===== config.mk =====
export PLATFORM = sky130hd
export DESIGN_NAME = rvsteel_uart_bridge
export DESIGN_NICKNAME = d
export VERILOG_FILES = /design/src/rtl/rvsteel_uart_bridge.sv
export SDC_FILE = /design/constraint.sdc
export NUM_CORES = 1
export LEC_CHECK = 0
export CORE_AREA = 2 2 147 149
export DETAILED_ROUTE_END_ITERATION = 8
export DIE_AREA = 0 0 149 151
export PLACE_DENSITY = 0.74
export SYNTH_ARGS = -nofsm -noshare
export SYNTH_HDL_FRONTEND = slang
export SYNTH_SLANG_ARGS = --single-unit

===== constraint.sdc =====
create_clock -name clock -period 3.2 [get_ports clock]
set_clock_uncertainty 0.1 [all_clocks]
set_input_delay 0.32 -clock clock [delete_from_list [all_inputs] [get_ports clock]]
set_output_delay 0.32 -clock clock [all_outputs]
set_load 0.005 [all_outputs]

===== src/rtl/rvsteel_uart_bridge.sv =====
// UART-controlled bus initiator: decodes 8N1 command frames into single
// reads/writes on the IO bus and returns an ack, read data or an error byte.
module rvsteel_uart_bridge #(
   parameter int unsigned CLOCK_FREQUENCY = 50000000,
   parameter int unsigned UART_BAUD_RATE  = 9600,
   parameter int unsigned BUS_TIMEOUT     = 1024
) (
   input  logic        clock,
   input  logic        reset_n,
   output logic [31:0] rw_address,
   input  logic [31:0] read_data,
   output logic        read_request,
   input  logic        read_response,
   output logic [31:0] write_data,
   output logic [3:0]  write_strobe,
   output logic        write_request,
   input  logic        write_response,
   input  logic        uart_rx,
   output logic        uart_tx,
   output logic        bridge_busy
);

   localparam int unsigned CYCLES_PER_BAUD = CLOCK_FREQUENCY / UART_BAUD_RATE;
   localparam int unsigned BAUD_W          = $clog2(CYCLES_PER_BAUD + 1);
   localparam int unsigned TMO_W           = $clog2(BUS_TIMEOUT + 1);
   localparam logic [7:0]  CMD_WRITE       = 8'h57;
   localparam logic [7:0]  CMD_READ        = 8'h52;
   localparam logic [7:0]  RSP_ACK         = 8'h4B;
   localparam logic [7:0]  RSP_BAD         = 8'h3F;
   localparam logic [7:0]  RSP_ERR         = 8'h45;

   typedef enum logic [2:0] {RX_IDLE, RX_START, RX_DATA, RX_STOP, RX_WAIT} rx_state_e;
   typedef enum logic [2:0] {S_IDLE, S_ADDR, S_DATA, S_BUS, S_REPLY} state_e;

   logic [1:0]        rx_sync_q;
   logic              rx_s;
   rx_state_e         rx_state_q, rx_state_d;
   logic [BAUD_W-1:0] rx_cnt_q, rx_cnt_d;
   logic [2:0]        rx_bit_q, rx_bit_d;
   logic [7:0]        rx_shift_q, rx_shift_d;
   logic              rx_valid_q, rx_valid_d;

   state_e            state_q, state_d;
   logic              is_write_q, is_write_d;
   logic [1:0]        byte_cnt_q, byte_cnt_d;
   logic [31:0]       addr_q, addr_d;
   logic [31:0]       wdata_q, wdata_d;
   logic [TMO_W-1:0]  timer_q, timer_d;
   logic [31:0]       reply_q, reply_d;
   logic [2:0]        reply_left_q, reply_left_d;
   logic [3:0]        tx_bit_q, tx_bit_d;
   logic [BAUD_W-1:0] tx_cnt_q, tx_cnt_d;
   logic              tx_level;

   logic              rreq_q, rreq_d, wreq_q, wreq_d;
   logic [31:0]       bus_addr_q, bus_addr_d, bus_wdata_q, bus_wdata_d;
   logic [3:0]        strobe_q, strobe_d;
   logic              tx_q, tx_d, busy_q, busy_d;

   assign rx_s          = rx_sync_q[1];
   assign rw_address    = bus_addr_q;
   assign write_data    = bus_wdata_q;
   assign write_strobe  = strobe_q;
   assign read_request  = rreq_q;
   assign write_request = wreq_q;
   assign uart_tx       = tx_q;
   assign bridge_busy   = busy_q;

   // Frame bit currently on the wire: start, 8 data bits LSB first, stop.
   assign tx_level = (tx_bit_q == 4'd0) ? 1'b0 :
                     (tx_bit_q > 4'd8)  ? 1'b1 :
                     reply_q[5'(5'd23 + 5'(tx_bit_q))];

   // RX deserialiser: start recheck at half bit, then one sample per bit.
   always_comb begin
      rx_state_d = rx_state_q;
      rx_cnt_d   = rx_cnt_q + BAUD_W'(1);
      rx_bit_d   = rx_bit_q;
      rx_shift_d = rx_shift_q;
      rx_valid_d = 1'b0;
      unique case (rx_state_q)
         RX_IDLE: begin
            rx_cnt_d = '0;
            if (!rx_s) rx_state_d = RX_START;
         end
         RX_START: if (rx_cnt_q == BAUD_W'(CYCLES_PER_BAUD / 2)) begin
            rx_cnt_d   = '0;
            rx_bit_d   = '0;
            rx_state_d = rx_s ? RX_IDLE : RX_DATA;
         end
         RX_DATA: if (rx_cnt_q == BAUD_W'(CYCLES_PER_BAUD - 1)) begin
            rx_cnt_d   = '0;
            rx_shift_d = {rx_s, rx_shift_q[7:1]};
            rx_bit_d   = rx_bit_q + 3'd1;
            if (rx_bit_q == 3'd7) rx_state_d = RX_STOP;
         end
         RX_STOP: if (rx_cnt_q == BAUD_W'(CYCLES_PER_BAUD - 1)) begin
            rx_cnt_d = '0;
            if (rx_s) begin
               rx_valid_d = 1'b1;
               rx_state_d = RX_IDLE;
            end else begin
               rx_state_d = RX_WAIT;
            end
         end
         RX_WAIT: begin
            rx_cnt_d = '0;
            if (rx_s) rx_state_d = RX_IDLE;
         end
         default: rx_state_d = RX_IDLE;
      endcase
   end

   // Command decoder, bus initiator and reply serialiser.
   always_comb begin
      state_d      = state_q;
      is_write_d   = is_write_q;
      byte_cnt_d   = byte_cnt_q;
      addr_d       = addr_q;
      wdata_d      = wdata_q;
      timer_d      = timer_q;
      reply_d      = reply_q;
      reply_left_d = reply_left_q;
      tx_bit_d     = tx_bit_q;
      tx_cnt_d     = tx_cnt_q;
      rreq_d       = rreq_q;
      wreq_d       = wreq_q;
      bus_addr_d   = bus_addr_q;
      bus_wdata_d  = bus_wdata_q;
      strobe_d     = strobe_q;
      tx_d         = 1'b1;
      unique case (state_q)
         S_IDLE: if (rx_valid_q) begin
            byte_cnt_d = '0;
            tx_bit_d   = '0;
            tx_cnt_d   = '0;
            if (rx_shift_q == CMD_WRITE || rx_shift_q == CMD_READ) begin
               is_write_d = (rx_shift_q == CMD_WRITE);
               state_d    = S_ADDR;
            end else begin
               reply_d      = {RSP_BAD, 24'h0};
               reply_left_d = 3'd1;
               state_d      = S_REPLY;
            end
         end
         S_ADDR: if (rx_valid_q) begin
            addr_d     = {addr_q[23:0], rx_shift_q};
            byte_cnt_d = byte_cnt_q + 2'd1;
            if (byte_cnt_q == 2'd3) begin
               if (is_write_q) begin
                  state_d = S_DATA;
               end else begin
                  state_d    = S_BUS;
                  timer_d    = '0;
                  rreq_d     = 1'b1;
                  bus_addr_d = {addr_q[23:0], rx_shift_q};
               end
            end
         end
         S_DATA: if (rx_valid_q) begin
            wdata_d    = {wdata_q[23:0], rx_shift_q};
            byte_cnt_d = byte_cnt_q + 2'd1;
            if (byte_cnt_q == 2'd3) begin
               state_d     = S_BUS;
               timer_d     = '0;
               wreq_d      = 1'b1;
               bus_addr_d  = addr_q;
               bus_wdata_d = {wdata_q[23:0], rx_shift_q};
               strobe_d    = 4'hF;
            end
         end
         S_BUS: begin
            timer_d = timer_q + TMO_W'(1);
            if ((rreq_q && read_response) || (wreq_q && write_response) ||
                (timer_q == TMO_W'(BUS_TIMEOUT - 1))) begin
               rreq_d      = 1'b0;
               wreq_d      = 1'b0;
               bus_addr_d  = '0;
               bus_wdata_d = '0;
               strobe_d    = '0;
               tx_bit_d    = '0;
               tx_cnt_d    = '0;
               state_d     = S_REPLY;
               if (rreq_q && read_response) begin
                  reply_d      = read_data;
                  reply_left_d = 3'd4;
               end else if (wreq_q && write_response) begin
                  reply_d      = {RSP_ACK, 24'h0};
                  reply_left_d = 3'd1;
               end else begin
                  reply_d      = {RSP_ERR, 24'h0};
                  reply_left_d = 3'd1;
               end
            end
         end
         S_REPLY: begin
            tx_d     = tx_level;
            tx_cnt_d = tx_cnt_q + BAUD_W'(1);
            if (tx_cnt_q == BAUD_W'(CYCLES_PER_BAUD - 1)) begin
               tx_cnt_d = '0;
               if (tx_bit_q == 4'd9) begin
                  tx_bit_d = '0;
                  if (reply_left_q > 3'd1) begin
                     reply_d      = {reply_q[23:0], 8'h00};
                     reply_left_d = reply_left_q - 3'd1;
                  end else begin
                     state_d = S_IDLE;
                  end
               end else begin
                  tx_bit_d = tx_bit_q + 4'd1;
               end
            end
         end
         default: state_d = S_IDLE;
      endcase
      busy_d = (state_d != S_IDLE);
   end

   // State and output registers; reset truncates any frame and idles the line.
   always_ff @(posedge clock or negedge reset_n) begin
      if (!reset_n) begin
         rx_sync_q    <= 2'b11;
         rx_state_q   <= RX_IDLE;
         rx_cnt_q     <= '0;
         rx_bit_q     <= '0;
         rx_shift_q   <= '0;
         rx_valid_q   <= 1'b0;
         state_q      <= S_IDLE;
         is_write_q   <= 1'b0;
         byte_cnt_q   <= '0;
         addr_q       <= '0;
         wdata_q      <= '0;
         timer_q      <= '0;
         reply_q      <= '0;
         reply_left_q <= '0;
         tx_bit_q     <= '0;
         tx_cnt_q     <= '0;
         rreq_q       <= 1'b0;
         wreq_q       <= 1'b0;
         bus_addr_q   <= '0;
         bus_wdata_q  <= '0;
         strobe_q     <= '0;
         tx_q         <= 1'b1;
         busy_q       <= 1'b0;
      end else begin
         rx_sync_q    <= {rx_sync_q[0], uart_rx};
         rx_state_q   <= rx_state_d;
         rx_cnt_q     <= rx_cnt_d;
         rx_bit_q     <= rx_bit_d;
         rx_shift_q   <= rx_shift_d;
         rx_valid_q   <= rx_valid_d;
         state_q      <= state_d;
         is_write_q   <= is_write_d;
         byte_cnt_q   <= byte_cnt_d;
         addr_q       <= addr_d;
         wdata_q      <= wdata_d;
         timer_q      <= timer_d;
         reply_q      <= reply_d;
         reply_left_q <= reply_left_d;
         tx_bit_q     <= tx_bit_d;
         tx_cnt_q     <= tx_cnt_d;
         rreq_q       <= rreq_d;
         wreq_q       <= wreq_d;
         bus_addr_q   <= bus_addr_d;
         bus_wdata_q  <= bus_wdata_d;
         strobe_q     <= strobe_d;
         tx_q         <= tx_d;
         busy_q       <= busy_d;
      end
   end

endmodule

---- Word-level counts from Yosys, hierarchy flattened ----
Cells that the tools add are included.
word-level totals
  flip-flop bits (word level) ............. 227
  bits in read-only memories .............. 0
  latch bits .............................. 0
  logic and storage cells ................. 192
  memories ................................ 0
  input port bits ......................... 37
  output and inout port bits .............. 72
  RAM bits ................................ 0
operators by class
  mux-type cells .......................... 91
  $lt $le $gt $ge ......................... 3
  bitwise gates (word level) .............. 0
  reduce and logical (&&, ||, !) cells .... 32
  div/mod/pow operators ................... 0
  eq/ne operators ......................... 35
  shift operators ......................... 0
  $add $sub $neg .......................... 8
  multipliers ............................. 0
operators by type and width
  operator                                          number
  two-way mux 32 bit                                15
  one-hot mux 32 bit (3 select lines)               2
  two-way mux 3 bit                                 26
  one-hot mux 13 bit (3 select lines)               2
  two-way mux 13 bit                                5
  one-hot mux 32 bit (2 select lines)               1
  two-way mux 11 bit                                5
  inequality test 2 bit (second input constant)     17
  one-hot mux 11 bit (3 select lines)               1
  one-hot mux 3 bit (5 select lines)                2
  two-way mux 28 bit                                1
  adder 13 x 1 -> 13 bit (second input constant)    2
  == test 13 bit (second input constant)            2
  two-way mux 4 bit                                 6
  == test 8 x 7 -> 1 bit (second input constant)    2
  two-way mux 1 bit                                 14
  AND reduction 7 bit                               2
  == test 13 x 12 -> 1 bit (second input constant)  1
  == test 3 x 2 -> 1 bit (second input constant)    4
  one-hot mux 4 bit (3 select lines)                1
  AND reduction 3 bit                               4
  AND reduction 6 bit                               2
  adder 11 x 1 -> 11 bit (second input constant)    1
  == test 11 x 10 -> 1 bit (second input constant)  1
  other kinds (30)                                  50

---- Longest topological paths before layout ----
Gate-level depths: netlist (run 1).
  word-level depth ........................ 6
  gate-level depth with buffers ........... 9
  depth with buffers taken out ............ 7

---- Least setup slack after synthesis (run 1) ----
Ideal clock, no wire load.
  kind .................................... register -> register
  start point ............................. register tx_bit_q[0]
  end point ............................... register tx_q, in the netlist uart_tx
  data required time ...................... 3.007 ns
  arrival ................................. 2.371 ns
  stages on the path, launching flop included .. 10
  slack ................................... 0.635 ns
  clock period less this slack ............ 2.565 ns
  buffers on the path ..................... 2
  library setup time ...................... 0.093 ns
  path through ............................ dfrtp_1 -> clkbuf_1 -> inv_1 -> ha_1 -> clkbuf_1 -> xor2_1 -> mux4_2 -> or3_1 -> a311oi_1 -> a31oi_1
between the ends
  word-level cells in the longest chain between the ends .. 6
  elaborated cells on any way between the ends .. 8
  those cells by class .................... 1 x add/sub; 1 x order compare; 5 x mux; 1 x reduce/logical
RTL lines
  item                                     line  text
  start, declared                          51    logic [3:0] tx_bit_q, tx_bit_d;
  start signal, assigned                   260   tx_bit_q <= tx_bit_d;
  adder 5 x 4 -> 5 bit                     72    reply_q[5'(5'd23 + 5'(tx_bit_q))];
  binary-select mux 1 bit (select 5 bit)   72
  two-way mux 1 bit (not written as such)  72
  two-way mux 1 bit                        71    (tx_bit_q > 4'd8) ? 1'b1 :
  two-way mux 1 bit *                      70    assign tx_level = (tx_bit_q == 4'd0) ? 1'b0 :
  two-way mux 1 bit *                      132   unique case (state_q)
  named net tx_d                           58    logic tx_q, tx_d, busy_q, busy_d;
  end signal, assigned                     267   tx_q <= tx_d;
  end, declared                            58
The timed path passes the listed nets; every way through them passes the cells marked *. The select of a mux whose other input is x is not followed.
A chain may end at the register's enable or synchronous reset.

---- Worst setup path after layout (run 1) ----
  start point ............................. register tx_cnt_q[9]
  end point ............................... register reply_q[21]
between the ends
  word-level cells in the longest chain between the ends .. 3
RTL lines
  item                             line  text
  start, declared                  52    logic [BAUD_W-1:0] tx_cnt_q, tx_cnt_d;
  start signal, assigned           261   tx_cnt_q <= tx_cnt_d;
  == test 13 bit                   199   if (tx_cnt_q == BAUD_W'(CYCLES_PER_BAUD - 1)) begin
  inequality test 2 bit (no line)  --
  AND reduction 7 bit (no line)    --
  end signal, assigned             258   reply_q <= reply_d;
  end, declared                    49    logic [31:0] reply_q, reply_d;
Every way passes these cells.

==> flow_metrics.tcl, run 1 <==
set metrics [dict create \
    crit_path_start "tx_cnt_q[9]" \
    grtUsageTotal_pct 20.6 \
    cp.depth 5 \
    crit_chain "or4b_4 -> o41a_1 -> nor3_4 -> buf_4 -> mux2_2" \
    final.setup.worst_slack_ps 386 \
    final_cell_count_no_fill 1303 \
    drtIter0Drc 598 \
    crit_family "simple AND/OR/NAND/NOR gates" \
    cts_max_level 1 \
    synthFlopType "dfrtp_1" \
    powerDensity_nw_per_um2 570 \
    cts_setup_buffers 0 \
    vias_per_cell 5.70 \
    antenna_found_initial 0 \
    io-pin-count 109 \
    finalCritPeriodShare_pct 87.9 \
    cp.required_ps 3490 \
    preCtsSetupSlack_ps 440 \
    drcViolationCount 0 \
    clkLatencyLatePin_ps 520 \
    maxCapViolCount 0 \
    grt_pass1_vias 7396 \
    diodes 0 \
    syn_nets 967 \
    placementRows 53 \
    final_cell_area_um2 12500 \
    start_util_pct 49.5 \
    finalHoldViolations 0 \
    ff2ff_setup_slack_ps 390 \
    layout_min_cycle_time_ps 2810 \
    rsz0062_at_grt "no" \
    cts_buffers 24 \
    tightest_slew_ps 846 \
    nFillCells 1720 \
    max_slew_margin_pct 43.1 \
    synth_top_area_share_pct 53.4 \
    clockBufferDepth 3 \
    worst_path_max_delay_cell "o41a_1" \
    grt_max_degree 89 \
    async_reset_ff_share_pct 100 \
    critPathBufInv 1 \
    syn_area_um2 10300 \
    reg2reg_depth 5 \
    setup_viol 0 \
    p_leak_nw 5.53 \
    end_kind "flop" \
    yosys-top-cells-area "dfrtp_1 (53%), mux2_2 (13%), a22o_1 (5.2%), o21ai_0 (3.6%), nand2_1 (3.6%)" \
    endpoint "reply_q[21]" \
    path_clk_slew_ps 60 \
    numClockSinks 223 \
    ir_drop_v 0.000322 \
    worstSetupPathType "reg -> reg" \
    placed_area_um2 11700 \
    synth_edf_count 0 \
    drive_gt1_share_pct 19.8 \
    reg2reg_from "tx_cnt_q[9]" \
    grt_pass1_wl_mm 38.0 \
    post-synth-top-area-cell "dfrtp_1" \
    dieArea_um2 22500 \
    wl_mm 22.9 \
    worstReg2RegEnd "reply_q[21]" \
    fin_nets 1060 \
    yosys_warnings 0 \
    synth-seq-cells 223 \
    gp_congestion 0.864 \
    max_stage_delay_ps 650 \
    finalSetupTns_ps 0 \
    port_buffers 108 \
    maxSlewViolCount 0 \
    seq_area_frac_synth_pct 54.2 \
    final_common_cell "dfrtp_1" \
    hold_path_class "in -> reg" \
    cp.arrival_ps 3100 \
    first_pass_iters 5 \
    hpwl_mm 14.5 \
    status "complete, no violations" \
    final_cell_mix "dfrtp_1 (220), mux2_2 (120), clkdlybuf4s50_1 (107), nand2_1 (98), o21ai_0 (75)" \
    cp-start-kind "flop" \
    cts_tree "yes" \
    whs_ps 121 \
    path_max_fanout 24 \
    max_freq_mhz 355 \
    area_delta_synth_final_pct 21.4 \
    syn_avg_cell_area_um2 11.2 \
    coreArea_um2 20800 \
    die-height_um 151 \
    die_x_um 149 \
    vias 7428 \
    synthCells 917 \
    ant_nets 0 \
    synth.distinct_cells 62 \
    gr-total-overflow 0 \
    wl_per_cell_um 17.6 \
    cts-root-buf "clkbuf_16" \
    dp.cells 1258 \
]
==> power breakdown <==
| group | leakage (nW) | internal, mW | switching [mW] |
|---|---|---|---|
| clock network | 0.413 | 1.77 | 1.13 |
| logic | 2.08 | 0.419 | 0.456 |
| registers | 3.03 | 3.08 | 0.274 |
| total | 5.53 | 5.27 | 1.86 |
==> routing by layer <==
metal,track usage [%],vias up,share of wire (%)
met5,0,-,0
met4,5.05,0,1.4
met3,2.92,26,5.1
met2,34.2,194,48
met1,28.9,3710,45
li1,-,3498,-
==> cells by family (layout without fill, tap and decap cells) <==
logic type,count (synthesis),after routing,synth area share [%]
AND/OR/NAND/NOR,254,254,12.1
adder cells (fa/ha/maj),13,13,1.58
multiplexers,129,129,14.2
XOR/XNOR,15,15,1.27
buffers and inverters,79,190,3.24
AO/OA/AOI/OAI,204,204,13.4
flip-flops,223,223,54.2
==> state kept, by name, indices dropped and copies added (netlist names), 2 cells and up <==
register,cells
reply_q,32
rw_address,32
rx_sync_q,2
reply_left_q,3
write_data,32
rx_state_q,3
tx_cnt_q,13
tx_bit_q,4
rx_cnt_q,13
byte_cnt_q,2
rx_bit_q,3
timer_q,11
state_q,3
rx_shift_q,8
wdata_q,24
addr_q,32
==> repair_timing <==
item	in CTS	in global routing
endpoints found under the hold margin	84	0
resized for setup	0	0
hold buffers	1	0
==> layout make-up <==
class / count / area (um2) / share of cell area (%)
Inverter: 17 / 63.8 / 0.510
Timing Repair Buffer: 129 / 1260 / 10.1
Clock inverter: 11 / 144 / 1.15
Clock buffer: 33 / 696 / 5.56
Multi-Input combinational cell: 615 / 4420 / 35.3
Tap cell: 275 / 344 / 2.75
Sequential cell: 223 / 5580 / 44.6
==> how the worst min path moves through the flow <==
stage | startpoint | end | slack [ps] | depth (start not counted)
after floorplan | reset_n | addr_q[0] | -80 | 0
after detailed placement | rx_sync_q[0] | rx_sync_q[1] | 250 | 0
after global routing | uart_rx | rx_sync_q[0] | 110 | 1
after global placement | rx_sync_q[0] | rx_sync_q[1] | 250 | 0
after CTS | uart_rx | rx_sync_q[0] | 100 | 1
final | uart_rx | rx_sync_q[0] | 120 | 1
==> per-stage QoR <==
stage / util [%] / power [mW]
6_report: 60.1 / 7.13
5_1_grt: 60.1 / 7.44
4_1_cts: 60.1 / 7.19
3_5_place_dp: 56.0 / 4.27
3_3_place_gp: 56.0 / 4.23
2_1_floorplan: - / 3.94
==> cell usage after synthesis (all sizes together), types with 3 or more instances <==
master and n:
a21o 4, a21oi 23, a22o 61, a31oi 9, and3 6, buf 14
clkbuf 48, dfrtp 220, dfstp 3, ha 13, inv 17, mux2 120
mux2i 7, nand2 98, nand2b 8, nand3 22, nand3b 5, nand4 11
nor2 57, nor2b 4, nor3 7, nor4 8, o21a 3, o21ai 75
o31ai 8, o41ai 7, or2 4, or3 3, or3b 3, or4 3
xnor2 10, xor2 5
Power figures use the tool's default switching activity.
==> run 2: changes to the inputs <==
- MAX_ROUTING_LAYER: default -> met4
==> run 2 against run 1 <==
Core utilization stayed put. Non-clock buffer count did not move. Count of clock-buffer cells in the layout did not move. Combinational power about the same. Largest cell class unchanged. Largest power group unchanged.
==> flow_metrics.tcl, run 2 (synthesized netlist as in run 1, its figures left out) <==
set metrics [dict create \
    io-pin-count 109 \
    grt_use_met3_pct 2.83 \
    cp-start-kind "flop" \
    final_common_cell "dfrtp_1" \
    port_buffers 108 \
    whs_ps 120 \
    dp.cells 1258 \
    cts_buffers 24 \
    final.setup.worst_slack_ps 392 \
    vias_per_cell 5.68 \
    final-seq-area_um2 5580 \
    vias 7406 \
    hpwl_mm 14.5 \
    drtIter0Drc 552 \
    cts_tree "yes" \
    use_met2_pct 34.1 \
    numClockSinks 223 \
    reg2reg_from "tx_cnt_q[9]" \
    grtUsageTotal_pct 21.2 \
    max_slew_margin_pct 44.5 \
    fin_nets 1060 \
    dieArea_um2 22500 \
    cts_max_level 1 \
    grt_pass1_wl_mm 38.0 \
    maxSlewViolCount 0 \
    preCtsSetupSlack_ps 440 \
    gp_congestion 0.878 \
    gr-total-overflow 0 \
    wl_mm 22.8 \
    final_cell_mix "dfrtp_1 (220), mux2_2 (120), clkdlybuf4s50_1 (107), nand2_1 (98), o21ai_0 (75)" \
    cp.arrival_ps 3100 \
    worstSetupPathType "reg -> reg" \
    drive_gt1_share_pct 19.8 \
    start_util_pct 49.5 \
    reg2reg_depth 5 \
    cts-root-buf "clkbuf_16" \
    first_pass_iters 5 \
    placed_area_um2 11700 \
    powerDensity_nw_per_um2 569 \
    coreArea_um2 20800 \
    layout_min_cycle_time_ps 2810 \
    grt-busiest-layer "met2" \
    hold_path_startpoint "uart_rx" \
    ant_nets 0 \
    final_core_util_pct 60.1 \
    diodes 0 \
    hold_depth 1 \
    finalPower_mw 7.12 \
    final_cell_area_um2 12500 \
    status "complete, no violations" \
    end_kind "flop" \
    p_leak_nw 5.53 \
    area_delta_synth_final_pct 21.4 \
    tightest_slew_ps 825 \
    cp.required_ps 3490 \
    path_max_fanout 24 \
    ir_drop_v 0.000322 \
    setup_viol 0 \
    rsz0062_at_grt "no" \
    max_freq_mhz 356 \
    maxCapViolCount 0 \
    hold_path_class "in -> reg" \
    clkLatencyLatePin_ps 510 \
    die_x_um 149 \
    finalSetupTns_ps 0 \
    path_clk_slew_ps 60 \
    final_cell_count_no_fill 1303 \
    cts_setup_buffers 0 \
    worstHoldEndpoint "rx_sync_q[0]" \
    wl_per_cell_um 17.5 \
    clockBufferDepth 3 \
    ff2ff_setup_slack_ps 390 \
    placementRows 53 \
    nFillCells 1720 \
    worstReg2RegEnd "reply_q[21]" \
    grt_max_degree 89 \
    die-height_um 151 \
    drcViolationCount 0 \
    antenna_found_initial 0 \
    use_met1_pct 29.1 \
    finalCritPeriodShare_pct 87.7 \
    finalHoldViolations 0 \
    grt_pass1_vias 7397 \
    multi_input_area_um2 4420 \
]
==> run 2: cell counts in the layout (fill, tap and decap cells not counted) <==
Identical to the previous run, type by type.
==> run 2: final cells by class <==
type / instances / share of cell area [%]
Clock buffer: 33 / 5.56
Sequential cell: 223 / 44.6
Clock inverter: 11 / 1.15
Timing Repair Buffer: 129 / 10.1
Multi-Input combinational cell: 615 / 35.3
Inverter: 17 / 0.510
Tap cell: 275 / 2.75
==> run 2: timing repair <==
item                                   in CTS  in global routing
hold buffers                                1                  0
gates resized for setup                     0                  0
endpoints found under the hold margin      84                  0
setup endpoints to repair                   0                  0
==> run 2: worst max-delay path, cell delays in order (launching register included) <==
cell and delay (ps):
dfrtp_1 410, or4b_4 560, o41a_1 640, nor3_4 220
buf_4 350, mux2_2 390
==> run 2: layer usage <==
layer	share of wire, %	wire length, um	vias to the layer above
met5	0	0	-
met4	1.4	323	0
met3	4.7	1070	28
met2	48	11000	198
met1	46	10400	3683
li1	-	-	3497
==> run 2: where the power goes <==
part | internal [mW] | switching [mW]
Clock | 1.77 | 1.13
Sequential | 3.08 | 0.271
Combinational | 0.419 | 0.453
==> run 2: worst max path at each step <==
| stage | startpoint | endpoint |
|---|---|---|
| after floorplan | tx_bit_q[0] | uart_tx |
| after detailed placement | tx_cnt_q[9] | reply_q[30] |
| after CTS | tx_cnt_q[9] | reply_q[21] |
| after global placement | tx_cnt_q[9] | reply_q[29] |
| after global routing | timer_q[0] | reply_q[30] |
| final | tx_cnt_q[9] | reply_q[21] |
